`src/rtl/fb_read_dma.sv`:
```
// fb_read_dma: framebuffer read DMA. Issues incrementing AXI3 read bursts over a
// programmable frame region and forwards R beats straight to the video FIFO.
// Pacing is a credit window that is charged at issue and drained by consume_pixel.
// Optional macro FB_READ_DMA_UNDERRUN_EN adds a saturating underrun counter.
module fb_read_dma #(
  parameter int unsigned ADDR_W     = 32,
  parameter int unsigned DATA_W     = 32,
  parameter int unsigned BURST_LEN  = 16,
  parameter int unsigned CREDIT_MAX = 64,
  parameter int unsigned CNT_W      = 24
) (
  input  logic                              clk,
  input  logic                              rst,
  input  logic                              enable,
  input  logic [ADDR_W-1:0]                 cfg_base,
  input  logic [CNT_W-1:0]                  cfg_words,
  output logic [ADDR_W-1:0]                 m_araddr,
  output logic [3:0]                        m_arlen,
  output logic [2:0]                        m_arsize,
  output logic [1:0]                        m_arburst,
  output logic                              m_arvalid,
  input  logic                              m_arready,
  input  logic                              m_rvalid,
  input  logic [DATA_W-1:0]                 m_rdata,
  output logic                              m_rready,
  output logic [DATA_W-1:0]                 fifo_data,
  output logic                              fifo_en,
  input  logic                              fifo_rdy,
  input  logic                              consume_pixel,
  output logic                              busy,
  output logic                              frame_done,
  output logic [$clog2(CREDIT_MAX+1)-1:0]   credits
`ifdef FB_READ_DMA_UNDERRUN_EN
  ,
  input  logic                              underrun_clr,
  output logic [15:0]                       underrun_cnt
`endif
);

  localparam int unsigned CRED_W   = $clog2(CREDIT_MAX + 1);
  localparam int unsigned SUM_W    = CRED_W + 1;
  localparam int unsigned BL_W     = $clog2(BURST_LEN + 1);
  localparam int unsigned SIZE_LOG = $clog2(DATA_W / 8);

  typedef enum logic [1:0] {IDLE, GAP, ADDR} state_t;

  state_t             state;
  logic [CNT_W-1:0]   remaining;

  logic [BL_W-1:0]    blen_c;
  logic               issue_c;
  logic               last_c;
  logic [CNT_W-1:0]   cfg_len_c;
  logic [CRED_W-1:0]  cred_add_c;
  logic [CRED_W-1:0]  cred_next_c;
  logic [ADDR_W-1:0]  addr_step_c;

  // R channel is a pure wire-through; no storage on the data path
  assign m_rready  = fifo_rdy;
  assign fifo_data = m_rdata;
  assign fifo_en   = m_rvalid;

  assign m_arsize  = 3'(SIZE_LOG);
  assign m_arburst = 2'b01;

  // Burst sizing, issue decision and combined credit update
  always_comb begin
    blen_c      = (remaining >= CNT_W'(BURST_LEN)) ? BL_W'(BURST_LEN) : BL_W'(remaining);
    issue_c     = (state == GAP) && enable &&
                  ((SUM_W'(credits) + SUM_W'(blen_c)) <= SUM_W'(CREDIT_MAX));
    last_c      = (remaining == CNT_W'(blen_c));
    cfg_len_c   = (cfg_words == '0) ? CNT_W'(1) : cfg_words;
    addr_step_c = ADDR_W'(blen_c) << SIZE_LOG;
    cred_add_c  = credits + (issue_c ? CRED_W'(blen_c) : CRED_W'(0));
    cred_next_c = cred_add_c;
    if (consume_pixel && (cred_add_c != '0)) begin
      cred_next_c = cred_add_c - CRED_W'(1);
    end
  end

  // Burst sequencer: IDLE -> GAP (wait for credit room) -> ADDR (hold until accepted)
  always_ff @(posedge clk) begin
    if (rst) begin
      state      <= IDLE;
      m_araddr   <= '0;
      m_arlen    <= '0;
      m_arvalid  <= 1'b0;
      remaining  <= '0;
      credits    <= '0;
      frame_done <= 1'b0;
      busy       <= 1'b0;
    end else begin
      frame_done <= 1'b0;
      credits    <= cred_next_c;
      unique case (state)
        IDLE: begin
          if (enable) begin
            m_araddr  <= cfg_base;
            remaining <= cfg_len_c;
            busy      <= 1'b1;
            state     <= GAP;
          end
        end
        GAP: begin
          if (!enable) begin
            busy  <= 1'b0;
            state <= IDLE;
          end else if (issue_c) begin
            m_arvalid <= 1'b1;
            m_arlen   <= 4'(blen_c - BL_W'(1));
            state     <= ADDR;
          end
        end
        ADDR: begin
          if (m_arready) begin
            m_arvalid <= 1'b0;
            if (last_c) begin
              // Frame end: reload from live cfg so a new base takes effect here
              frame_done <= 1'b1;
              m_araddr   <= cfg_base;
              remaining  <= cfg_len_c;
            end else begin
              m_araddr   <= m_araddr + addr_step_c;
              remaining  <= remaining - CNT_W'(blen_c);
            end
            if (enable) begin
              state <= GAP;
            end else begin
              busy  <= 1'b0;
              state <= IDLE;
            end
          end
        end
        default: begin
          m_arvalid <= 1'b0;
          busy      <= 1'b0;
          state     <= IDLE;
        end
      endcase
    end
  end

`ifdef FB_READ_DMA_UNDERRUN_EN
  // Saturating count of pixels consumed while no credit was outstanding
  always_ff @(posedge clk) begin
    if (rst) begin
      underrun_cnt <= '0;
    end else if (underrun_clr) begin
      underrun_cnt <= '0;
    end else if (consume_pixel && (credits == '0) && busy && (underrun_cnt != 16'hFFFF)) begin
      underrun_cnt <= underrun_cnt + 16'd1;
    end
  end
`endif

endmodule

```
`config.mk`:
```
export PLATFORM = sky130hd
export DESIGN_NAME = fb_read_dma
export DESIGN_NICKNAME = d
export VERILOG_FILES = /design/src/rtl/fb_read_dma.sv
export SDC_FILE = /design/constraint.sdc
export NUM_CORES = 1
export LEC_CHECK = 0
export ABC_AREA = 1
export BUFFER_PORTS_ARGS = -buffer_cell sky130_fd_sc_hd__buf_2
export CAP_MARGIN = 10
export CORE_ASPECT_RATIO = 1.75
export CORE_MARGIN = 5
export CORE_UTILIZATION = 48
export DETAILED_ROUTE_END_ITERATION = 6
export PLACE_DENSITY = 0.79
export SETUP_SLACK_MARGIN = 0.1
export SLEW_MARGIN = 20
export SYNTH_ARGS = -nofsm -noshare
export SYNTH_HDL_FRONTEND = slang
export SYNTH_SLANG_ARGS = --single-unit
```
`constraint.sdc`:
```
create_clock -name clk -period 4.4 [get_ports clk]
set_input_delay 0.88 -clock clk [delete_from_list [all_inputs] [get_ports clk]]
set_output_delay 0.88 -clock clk [all_outputs]
set_load 0.01 [all_outputs]
```
==> results by group, run 1 <==
Run status
  • Status: completed

STA
  • Fmax achieved: 0.2364 GHz
  • Final Hold Viols: 0
  • Final number of setup-violating endpoints: 0
  • Slew @ Worst Pin: 1.112 ns
  • Slew Viols, Final: 0
  • Clock Skew: 0.006874 ns
  • Fin crit period: 4.229 ns
  • RSZ-0062 raised after global routing: yes
  • Final period utilization: 96.12%
  • Rel. slew slack: 25.80%
  • Worst Slack Setup Final: 0.1707 ns

Cells and area
  • Final-layout fill cell count: 1162
  • Nets: 1129
  • Area Overhead vs Synth: 19.80%
  • Multi-input gate area: 3764 µm²
  • Design Area, Final: 6980 µm²
  • Layout cell share with drive strength beyond 1: 24.78%
  • Storage cell area: 1456 µm²

Synthesis
  • Ys flop type: dfxtp_1
  • Post-Synthesis Cells: 912
  • Synth Cell Area: 5827 µm²
  • EDFF count, synth: 0
  • Post-synthesis sequential area ratio: 24.74%
  • Top cells by area, synth: dfxtp_1 25%, nand2_1 13%, a21oi_1 7.0%
  • Async SR Flop Fraction: 0%
  • Synth Warn #: 0
  • Synth area leader: dfxtp_1
  • Post-synth top area share: 24.74%
  • Mean Syn Cell Area: 6.389 µm²
  • Post-synthesis cell type count: 48
  • Synth Register Bits: 72

Setup path
  • Critical-path top delay cell: fa_1
  • Worst reg2reg startpoint: remaining[14]
  • Setup crit start: remaining[14]
  • Crit path required time: 4.68 ns
  • Most common cell on crit path: nand2_2
  • CP Launch Type: flop
  • Buffers and inverters on the worst path: 2
  • Crit-path max FO: 7
  • Delay-heaviest family, CP: simple AND/OR/NAND/NOR gates
  • CP Capture Type: flop
  • Worst Path Arrival: 4.51 ns
  • Critical path's largest stage delay: 0.41 ns
  • Worst Path Class, Setup: reg2reg

Power
  • PnR Total Power: 3.324 mW
  • Peak VDD IR: 0.3486 mV
  • Leakage power: 3.308 nW
  • Pwr Density: 476.1 nW/µm²

Clock network
  • # clock sinks: 72
  • Clock slew at reported path FFs: 0.06 ns
  • CTS tree: yes
  • Total CTS buffers: 9
  • Worst-skew pair later-pin latency: 0.34 ns
  • Htree depth: 3
  • Clock root buffer: clkbuf_16
  • Clock Path Buffers: 2
  • CTS Hold Buffers Added: 0

Global routing
  • First-pass GRT wire length: 29730 µm
  • Vias in the first global route: 6122
  • Initial antenna violation count: 0
  • Grt total ovfl: 0
  • Largest net degree at the start of global routing: 42
  • Gr usage total: 25.83%

Placed design
  • DP Wirelength: 13840 µm
  • Buffers on Ports: 106
  • Placed instance area: 6352 µm²
  • DP Worst Slack: 0.04898 ns
  • Final GP Congestion: 1.080

Drt
  • DRT iter0 DRCs: 345
  • Via/cell ratio: 5.619
  • DR DRC count: 0
  • DRT Wirelength: 19430 µm
  • 1st-pass router iterations: 5
  • Routed len/inst: 16.88 µm
  • Routed Antenna Nets: 0
  • Via count: 6468

Job
  • Max cap viols: 0

Die
  • Starting density of the core: 48.82%
  • Row cnt: 53
  • Die H: 155.8 µm
  • Die footprint: 14530 µm²
  • I/O pin count: 180
  • Die X: 93.29 µm
  • Placeable Area: 11940 µm²

Worst hold path
  • Hold path start: m_arvalid
  • Worst Hold Class: reg2reg
-- what timing repair did --
action | in CTS | in global routing
pin swaps | 6 | 34
buffers inserted | 4 | 12
gates cloned | 0 | 0
setup endpoints to repair | 6 | 7
gates resized for setup | 9 | 45
-- flip-flops by register name (all words and copies together) (netlist names) --
name        flops
busy            1
credits         7
frame_done      1
m_araddr       32
m_arlen         4
m_arvalid       1
remaining      24
state           2
-- path summary, 6_finish.rpt --
kind                                   end  slack, ns  cells past startpoint
worst min register to register   m_arvalid       0.46                      2
worst min-delay path             m_arvalid       0.46                      2
worst max-delay path            credits[1]       0.17                     29
worst max register to register  credits[1]       0.17                     29
-- worst register-to-register path: cells and delay by family (launching register included) --
family          cells  cell delay, ns
xor+xnor            1            0.20
flops               1            0.35
compound gates      1            0.14
simple gates       22            2.54
buf+inv             2            0.14
fa+ha+maj           3            0.81
-- cell type report --
cell class	count	area share, %
sequential	72	20.86
clock buffer	9	3.226
timing repair buffer	147	12.06
clock inverter	6	1.219
multi-input combinational	666	53.92
inverter	113	6.220
tap	137	2.456
antenna	1	0.03585
-- cells in the final DEF (no fill, tap or decap), types with 20 or more instances in the layout --
| master | synthesis | final |
|---|---|---|
| a21oi_1 | 81 | 77 |
| buf_2 | 6 | 106 |
| buf_4 | 42 | 40 |
| dfxtp_1 | 72 | 64 |
| inv_1 | 106 | 102 |
| nand2_1 | 203 | 191 |
| nand3_1 | 70 | 70 |
| nand4_1 | 25 | 25 |
| nor2_1 | 85 | 74 |
| o21ai_0 | 53 | 53 |
| xor2_1 | 20 | 20 |
-- power breakdown --
part	leakage [nW]	total (mW)	switching (mW)	internal, mW
Clock	0.147	0.791	0.300	0.491
Combinational	2.56	1.56	0.927	0.628
Sequential	0.598	0.977	0.189	0.788
Total	3.31	3.32	1.42	1.91
-- layer usage --
| layer | vias up | global-route usage [%] | share of wire, % |
|---|---|---|---|
| met1 | 2960 | 26.76 | 36 |
| met4 | 0 | 14.88 | 5.9 |
| met3 | 87 | 3.378 | 5.7 |
| met5 | - | 0 | 0 |
| li1 | 3150 | - | - |
| met2 | 271 | 48.53 | 53 |
-- through the flow --
step | setup TNS [ns] | instances | hold slack (ns) | utilization [%]
after global placement | 0 | 1119 | 0.4504 | 53.22
after CTS | 0 | 1138 | 0.4616 | 56.32
after detailed placement | 0 | 1119 | 0.4488 | 53.22
final | 0 | 1151 | 0.4576 | 58.48
after floorplan | 0 | 916 | 0.4581 | -
after global routing | -0.3181 | 1150 | 0.4835 | 58.46
-- cells in the mapped netlist, types with 3 or more instances --
cell / n
xnor2_1: 11
or2_2: 7
buf_2: 6
a21oi_1: 81
nor2_2: 7
o22ai_1: 11
nand2_1: 203
a31oi_1: 4
o211ai_1: 3
nor3_1: 12
buf_4: 42
nor4_1: 6
clkbuf_1: 11
nand2_2: 6
nand2_4: 5
o21ai_0: 53
nor2_1: 85
fa_1: 3
dfxtp_1: 72
ha_1: 22
nand3b_1: 5
inv_1: 106
inv_2: 6
buf_6: 4
nand3_1: 70
nand4_1: 25
xor2_1: 20
-- cells by family (layout without fill, tap and decap cells) --
kind of cell | count (synthesis) | in the layout | share of synthesized area (%)
AND/OR/NAND/NOR | 439 | 439 | 34.12
buffers and inverters | 178 | 275 | 14.90
AO/OA/AOI/OAI | 165 | 165 | 15.70
flip-flops | 72 | 72 | 24.74
XOR/XNOR | 31 | 31 | 4.660
adder cells (fa/ha/maj) | 25 | 25 | 5.755
other | 2 | 7 | 0.1289
Note: power is estimated with default switching activity, not from simulation.
==> run 2: changes to the inputs <==
Settings changed: ABC_AREA 1 to unset, CORE_ASPECT_RATIO 1.75 to 1.1, CORE_UTILIZATION 48 to 47, PLACE_DENSITY 0.79 to 0.78.
==> run 2 against run 1 <==
  * Largest power group unchanged
  * Die area is 6.7% lower
  * Register-to-register slack worse by 0.67 ns
  * Flip-flop and latch count stayed put
  * Final area is 3.9% lower
  * Final cell count is 15% lower
  * Routed wire length is 13% lower
  * Clock power is 11% lower
  * The flow now finishes with violations (negative setup slack)
  * First-iteration DRC count is 39% higher
  * Setup slack worse by 0.67 ns
  * Hold slack better by 0.0044 ns
  * Fmax is 14% lower
==> results by group, run 2 <==
Cells and area
  • Storage cell area: 1443 µm² (was 1456 µm²)
  • Top flop regs: m_araddr (32), remaining (24), credits (7) (unchanged)
  • Most frequent cells in the layout: 106 x buf_2, 92 x nand2_1, 79 x buf_4, 71 x dfxtp_1, 53 x nor2_1 (was 191 x nand2_1, 106 x buf_2, 102 x inv_1, 77 x a21oi_1, 74 x nor2_1)
  • Nets: 949 (was 1129)
  • Post-layout util: 60.92% (was 58.48%)
  • Area Overhead vs Synth: 25.96% (was 19.80%)
  • Max reg flops: 32 (unchanged)
  • Multi-input gate area: 3561 µm² (was 3764 µm²)
  • Final Non-Filler Cells: 981 (was 1151)
  • Final-layout fill cell count: 992 (was 1162)
  • Layout cell share with drive strength beyond 1: 31.53% (was 24.78%)
  • Most flop-heavy register: m_araddr (unchanged)
  • Diodes inserted: 0 (was 1)
  • Commonest non-fill, non-tap cell in the layout: buf_2 (was nand2_1)
  • Design Area, Final: 6708 µm² (was 6980 µm²)

Synthesis
  • Mean Syn Cell Area: 7.575 µm² (was 6.389 µm²)
  • Top cells by area, synth: dfxtp_1 27%, nand2_1 6.7%, buf_4 5.6% (was dfxtp_1 25%, nand2_1 13%, a21oi_1 7.0%)
  • Synth Warn #: 0 (unchanged)
  • Synth area leader: dfxtp_1 (unchanged)
  • Post-synth top area share: 27.07% (was 24.74%)
  • Post-synthesis cell type count: 77 (was 48)
  • Async SR Flop Fraction: 0% (unchanged)
  • EDFF count, synth: 0 (unchanged)
  • Post-synth top cells: 95 x nand2_1, 72 x dfxtp_1, 56 x a21oi_1 (was 203 x nand2_1, 106 x inv_1, 85 x nor2_1)
  • Post-synthesis sequential area ratio: 27.07% (was 24.74%)
  • Post-Synthesis Cells: 703 (was 912)
  • Ys flop type: dfxtp_1 (unchanged)
  • Synth Cell Area: 5325 µm² (was 5827 µm²)
  • Synth Register Bits: 72 (unchanged)
  • Most numerous cell in the Yosys netlist: nand2_1 (unchanged)

Power
  • PnR Total Power: 4.915 mW (was 3.324 mW)
  • Leakage power: 2.889 nW (was 3.308 nW)
  • Peak VDD IR: 0.3628 mV (was 0.3486 mV)
  • Pwr Density: 732.7 nW/µm² (was 476.1 nW/µm²)

Setup path
  • Worst Path Arrival: 5.17 ns (was 4.51 ns)
  • Worst Path Class, Setup: reg2reg (unchanged)
  • Crit-path max FO: 4 (was 7)
  • CP Launch Type: flop (unchanged)
  • Crit path required time: 4.67 ns (was 4.68 ns)
  • CP Capture Type: flop (unchanged)

Clock network
  • Clock slew at reported path FFs: 0.06 ns (about the same)
  • Worst-skew pair later-pin latency: 0.34 ns (about the same)
  • Total CTS buffers: 9 (unchanged)
  • Htree depth: 3 (unchanged)
  • # clock sinks: 72 (unchanged)
  • CTS tree: yes (unchanged)
  • Clock Path Buffers: 2 (unchanged)
  • Clock root buffer: clkbuf_16 (unchanged)

Die
  • Die footprint: 13560 µm² (was 14530 µm²)
  • Row cnt: 40 (was 53)
  • Die H: 121.6 µm (was 155.8 µm)
  • Die X: 111.5 µm (was 93.29 µm)
  • I/O pin count: 180 (unchanged)
  • Placeable Area: 11010 µm² (was 11940 µm²)
  • Starting density of the core: 48.36% (was 48.82%)

Worst hold path
  • Worst Hold Class: reg2reg (unchanged)

Drt
  • Via count: 5960 (was 6468)
  • Via/cell ratio: 6.075 (was 5.619)
  • DRT iter0 DRCs: 478 (was 345)
  • 1st-pass router iterations: 5 (unchanged)
  • DRT Wirelength: 16940 µm (was 19430 µm)
  • DR DRC count: 0 (unchanged)
  • Routed len/inst: 17.27 µm (was 16.88 µm)
  • Routed Antenna Nets: 0 (unchanged)

STA
  • Clock Skew: 0.006664 ns (was 0.006874 ns)
  • Fmax achieved: 0.2042 GHz (was 0.2364 GHz)
  • Slew Viols, Final: 0 (unchanged)
  • Final number of setup-violating endpoints: 7 (was 0)
  • Final period utilization: 111.3% (was 96.12%)
  • Rel. slew slack: 35.56% (was 25.80%)
  • Worst Slack Setup Final: -0.4975 ns (was 0.1707 ns)
  • RSZ-0062 raised after global routing: yes (unchanged)
  • Fin crit period: 4.897 ns (was 4.229 ns)
  • Final Hold Viols: 0 (unchanged)
  • Slew @ Worst Pin: 0.9664 ns (was 1.112 ns)

Run status
  • Failing checks: negative setup slack
  • Status: finished, violations left (was completed)

Global routing
  • Initial antenna violation count: 0 (unchanged)
  • First-pass GRT wire length: 27060 µm (was 29730 µm)
  • Vias in the first global route: 5732 (was 6122)
  • Gr usage total: 24.16% (was 25.83%)
  • Largest net degree at the start of global routing: 44 (was 42)
  • Grt total ovfl: 0 (unchanged)

Placed design
  • DP Wirelength: 12410 µm (was 13840 µm)
  • Placed instance area: 6182 µm² (was 6352 µm²)
  • Buffers on Ports: 106 (unchanged)
  • Final GP Congestion: 0.9287 (was 1.080)
  • Placed Cells: 953 (was 1119)

Job
  • Max cap viols: 0 (unchanged)
-- run 2: kinds of logic (layout without fill, tap and decap cells) --
group	after synthesis	in the layout	synth area share (%)
and+or+nand+nor	274	274	25.75
AOI/OAI and AO/OA	217	217	28.08
buffers and inverters	100	227	10.46
other	2	6	0.1410
xor gates and xnor gates	10	10	1.645
adders and majority gates	25	25	6.297
muxes	3	3	0.5639
DFF	72	72	27.07
-- run 2: worst paths after layout --
kind | start | to | slack [ns] | cells after the start
worst max-delay path | remaining[8] | credits[5] | -0.50 | 21
worst min-delay path | m_araddr[1] | m_araddr[1] | 0.46 | 2
worst max register to register | remaining[8] | credits[5] | -0.50 | 21
worst min register to register | m_araddr[1] | m_araddr[1] | 0.46 | 2
-- run 2: layout make-up --
cell class | count | share of cell area (%)
Clock buffer | 11 | 3.768
Clock inverter | 5 | 0.4663
Inverter | 24 | 1.343
Multi-Input combinational cell | 535 | 53.09
Sequential cell | 72 | 21.51
Tap cell | 147 | 2.742
Timing Repair Buffer | 187 | 17.09
-- run 2: metrics by stage --
step / TNS [ns] / worst slack [ns] / hold slack, ns
floorplan: -2.509 / -0.5651 / 0.4563
global placement: -1.560 / -0.3639 / 0.4400
detailed placement: -3.375 / -0.6334 / 0.4570
CTS: -2.121 / -0.4253 / 0.4646
global route: -3.745 / -0.6803 / 0.4954
finish: -2.409 / -0.4975 / 0.4620
-- run 2: power by group --
group          internal, mW  switching (mW)  leakage [nW]
Clock                 0.410           0.294         0.141
Sequential            0.918           0.271         0.594
Combinational          1.31            1.71          2.15
-- run 2: timing repair --
action | 4_1_cts | 5_1_grt
hold buffers | 0 | 0
cloned | 0 | 0
gates resized for setup | 16 | 19
buffers inserted | 8 | 4
endpoints found under the setup margin | 7 | 7
hold endpoints to repair | 0 | 0
pin swaps | 10 | 9
-- run 2: layer usage --
metal,vias to the layer above,GRT usage (%),share of wire (%)
li1,2798,-,-
met1,2812,28.98,40
met2,283,41.55,47
met3,67,4.918,8.3
met4,0,11.48,4.0
met5,-,0,0
-- run 2: critical path, cell delays in order (launching register included) --
cell     delay (ns)
dfxtp_2        0.31
or4_4          0.55
nor3_4         0.28
nand2_2        0.11
inv_2          0.10
ha_4           0.20
a211o_1        0.31
and3_1         0.19
o221a_1        0.26
a311o_1        0.31
o21ai_2        0.16
nor2_2         0.07
ha_2           0.18
fa_2           0.38
buf_6          0.14
xor2_2         0.16
o22ai_2        0.09
a22oi_2        0.19
nor3b_2        0.08
a21bo_2        0.22
or4_1          0.40
a21oi_1        0.13
==> run 3: changes to the inputs <==
Settings changed: CORE_ASPECT_RATIO 1.1 to 1.5, GPL_TIMING_DRIVEN set to 0.
==> run 3 against run 2 <==
  * Final cell count rose by 6.9%
  * Critical path depth is 1 higher
  * Highest routed layer unchanged
  * Global-route usage increased by 4.3 points
  * Largest power group unchanged
  * Register-to-register slack got worse by 0.35 ns
  * Clock-buffer cell count grew 1
  * The run still ends with negative setup slack left
==> results by group, run 3 (same netlist as run 2, synthesis figures left out) <==
Run status
  • Status: finished, violations left (unchanged)
  • Failing checks: negative setup slack (unchanged)

Cells and area
  • Commonest non-fill, non-tap cell in the layout: buf_2 (unchanged)
  • Design Area, Final: 7061 µm² (was 6708 µm²)
  • Most frequent cells in the layout: 152 x buf_2, 92 x nand2_1, 79 x buf_4, 67 x dfxtp_1, 52 x a21oi_1 (was 106 x buf_2, 92 x nand2_1, 79 x buf_4, 71 x dfxtp_1, 53 x nor2_1)
  • Diodes inserted: 0 (unchanged)
  • Layout cell share with drive strength beyond 1: 34.37% (was 31.53%)
  • Nets: 1020 (was 949)
  • Top flop regs: m_araddr (32), remaining (24), credits (7) (unchanged)
  • Max reg flops: 32 (unchanged)
  • Final Non-Filler Cells: 1049 (was 981)
  • Most flop-heavy register: m_araddr (unchanged)
  • Area Overhead vs Synth: 32.59% (was 25.96%)

STA
  • Setup TNS Final: -4.727 ns (was -2.409 ns)
  • Final period utilization: 119.2% (was 111.3%)
  • Worst Slack Setup Final: -0.8440 ns (was -0.4975 ns)
  • Slew @ Worst Pin: 0.8880 ns (was 0.9664 ns)
  • Clock Skew: 0.005358 ns (was 0.006664 ns)
  • Fmax achieved: 0.1907 GHz (was 0.2042 GHz)
  • Final Hold Viols: 0 (unchanged)
  • Rel. slew slack: 40.80% (was 35.56%)
  • Slew Viols, Final: 0 (unchanged)
  • Fin crit period: 5.244 ns (was 4.897 ns)
  • Final number of setup-violating endpoints: 7 (unchanged)
  • RSZ-0062 raised after global routing: yes (unchanged)

Setup path
  • CP Capture Type: flop (unchanged)
  • Worst reg2reg startpoint: remaining[15] (was remaining[8])
  • Crit path required time: 4.67 ns (about the same)
  • Worst Path Class, Setup: reg2reg (unchanged)
  • CP Launch Type: flop (unchanged)
  • CP Cell Sequence: nor4_4 > nand4_4 > nor3_4 > buf_6 > nand2_4 > inv_4 > ha_4 > or2_1 > and3_1 > o221a_1 > a311o_1 > o21ai_4 > nor2_2 > ha_2 > fa_2 > a21o_1 > a21oi_2 > xnor2_2 > nor3b_2 > a21bo_2 > or4_1 > a21oi_1 (was or4_4 > nor3_4 > nand2_2 > inv_2 > ha_4 > a211o_1 > and3_1 > o221a_1 > a311o_1 > o21ai_2 > nor2_2 > ha_2 > fa_2 > buf_6 > xor2_2 > o22ai_2 > a22oi_2 > nor3b_2 > a21bo_2 > or4_1 > a21oi_1)
  • Reg2reg setup slack: -0.84 ns (was -0.50 ns)
  • Critical-path top delay cell: or4_1 (was or4_4)
  • Critical path's largest stage delay: 0.42 ns (was 0.55 ns)
  • Setup crit start: remaining[15] (was remaining[8])
  • Worst Path Arrival: 5.51 ns (was 5.17 ns)
  • Crit-path max FO: 5 (was 4)

Power
  • Peak VDD IR: 0.3799 mV (was 0.3628 mV)
  • PnR Total Power: 5.011 mW (was 4.915 mW)
  • Leakage power: 3.101 nW (was 2.889 nW)
  • Pwr Density: 709.7 nW/µm² (was 732.7 nW/µm²)

Global routing
  • First-pass GRT wire length: 31300 µm (was 27060 µm)
  • Grt total ovfl: 0 (unchanged)
  • Gr usage total: 28.50% (was 24.16%)
  • Initial antenna violation count: 0 (unchanged)
  • Largest net degree at the start of global routing: 11 (was 44)
  • Vias in the first global route: 6161 (was 5732)

Clock network
  • Total CTS buffers: 9 (unchanged)
  • Clock slew at reported path FFs: 0.06 ns (about the same)
  • CTS Hold Buffers Added: 0 (unchanged)
  • Clock Path Buffers: 2 (unchanged)
  • CTS tree: yes (unchanged)
  • Clock root buffer: clkbuf_16 (unchanged)
  • # clock sinks: 72 (unchanged)
  • Htree depth: 3 (unchanged)
  • Worst-skew pair later-pin latency: 0.34 ns (about the same)

Drt
  • Routed len/inst: 19.82 µm (was 17.27 µm)
  • DRT iter0 DRCs: 555 (was 478)
  • Via count: 6381 (was 5960)
  • DRT Wirelength: 20800 µm (was 16940 µm)
  • Routed Antenna Nets: 0 (unchanged)
  • DR DRC count: 0 (unchanged)
  • Via/cell ratio: 6.083 (was 6.075)
  • 1st-pass router iterations: 6 (was 5)

Die
  • Row cnt: 47 (was 40)
  • Placeable Area: 11060 µm² (was 11010 µm²)
  • I/O pin count: 180 (unchanged)
  • Starting density of the core: 48.17% (was 48.36%)
  • Die X: 96.91 µm (was 111.5 µm)
  • Die H: 140.4 µm (was 121.6 µm)
  • Die footprint: 13600 µm² (was 13560 µm²)

Placed design
  • Placed Cells: 994 (was 953)
  • DP Wirelength: 14740 µm (was 12410 µm)
  • Final GP Congestion: 0.9940 (was 0.9287)
  • Placed instance area: 6304 µm² (was 6182 µm²)
  • Buffers on Ports: 140 (was 106)

Worst hold path
  • Worst Hold Class: reg2reg (unchanged)
  • Hold path start: m_araddr[1] (unchanged)

Job
  • Max cap viols: 0 (unchanged)
run 3: cell type report:
type	count	area, µm²
Inverter	24	92.59
Fill cell	1027	3995
Clock inverter	1	5.005
Clock buffer	12	256.5
Sequential cell	72	1450
Tap cell	147	183.9
Buffer	75	461.7
Timing Repair Buffer	183	1039
Multi-Input combinational cell	535	3572
run 3: final timing paths:
check                           depth (start not counted)     endpoint
worst max-delay path                                   22   credits[5]
worst min-delay path                                    2  m_araddr[1]
worst max register to register                         22   credits[5]
worst min register to register                          2  m_araddr[1]
run 3: per-stage QoR:
| step | hold slack [ns] | setup WS (ns) | util [%] |
|---|---|---|---|
| floorplan | 0.4563 | -0.5651 | - |
| global placement | 0.4397 | -1.162 | 57.02 |
| detailed placement | 0.4467 | -1.224 | 57.02 |
| CTS | 0.4545 | -0.7340 | 62.56 |
| global route | 0.4717 | -0.9347 | 63.86 |
| finish | 0.4538 | -0.8440 | 63.86 |
run 3: critical path: cells and delay by family, from the launching register on:
kind	cells	cell delay, ns
simple gates	9	1.97
buf+inv	2	0.25
xor+xnor	1	0.17
compound gates	7	1.64
flops	1	0.36
fa+ha+maj	3	0.78
run 3: timing repair:
| action | 4_1_cts | 5_1_grt |
|---|---|---|
| endpoints found under the setup margin | 7 | 7 |
| gates resized for setup | 23 | 22 |
| setup buffers | 34 | 11 |
| pin swaps | 24 | 16 |
run 3: metal layers:
layer | vias to the layer above | track usage (%) | wire (µm)
li1 | 2946 | - | -
met1 | 2899 | 29.90 | 7095
met2 | 435 | 50.55 | 10400
met3 | 101 | 6.517 | 1976
met5 | - | 0 | 0
met4 | 0 | 18.71 | 1324
run 3: power by group:
group	internal, mW	total, mW	switching [mW]	leakage [nW]
clock network	0.402	0.675	0.273	0.130
logic	1.24	3.07	1.83	2.38
registers	0.922	1.27	0.343	0.596
total	2.56	5.01	2.45	3.10
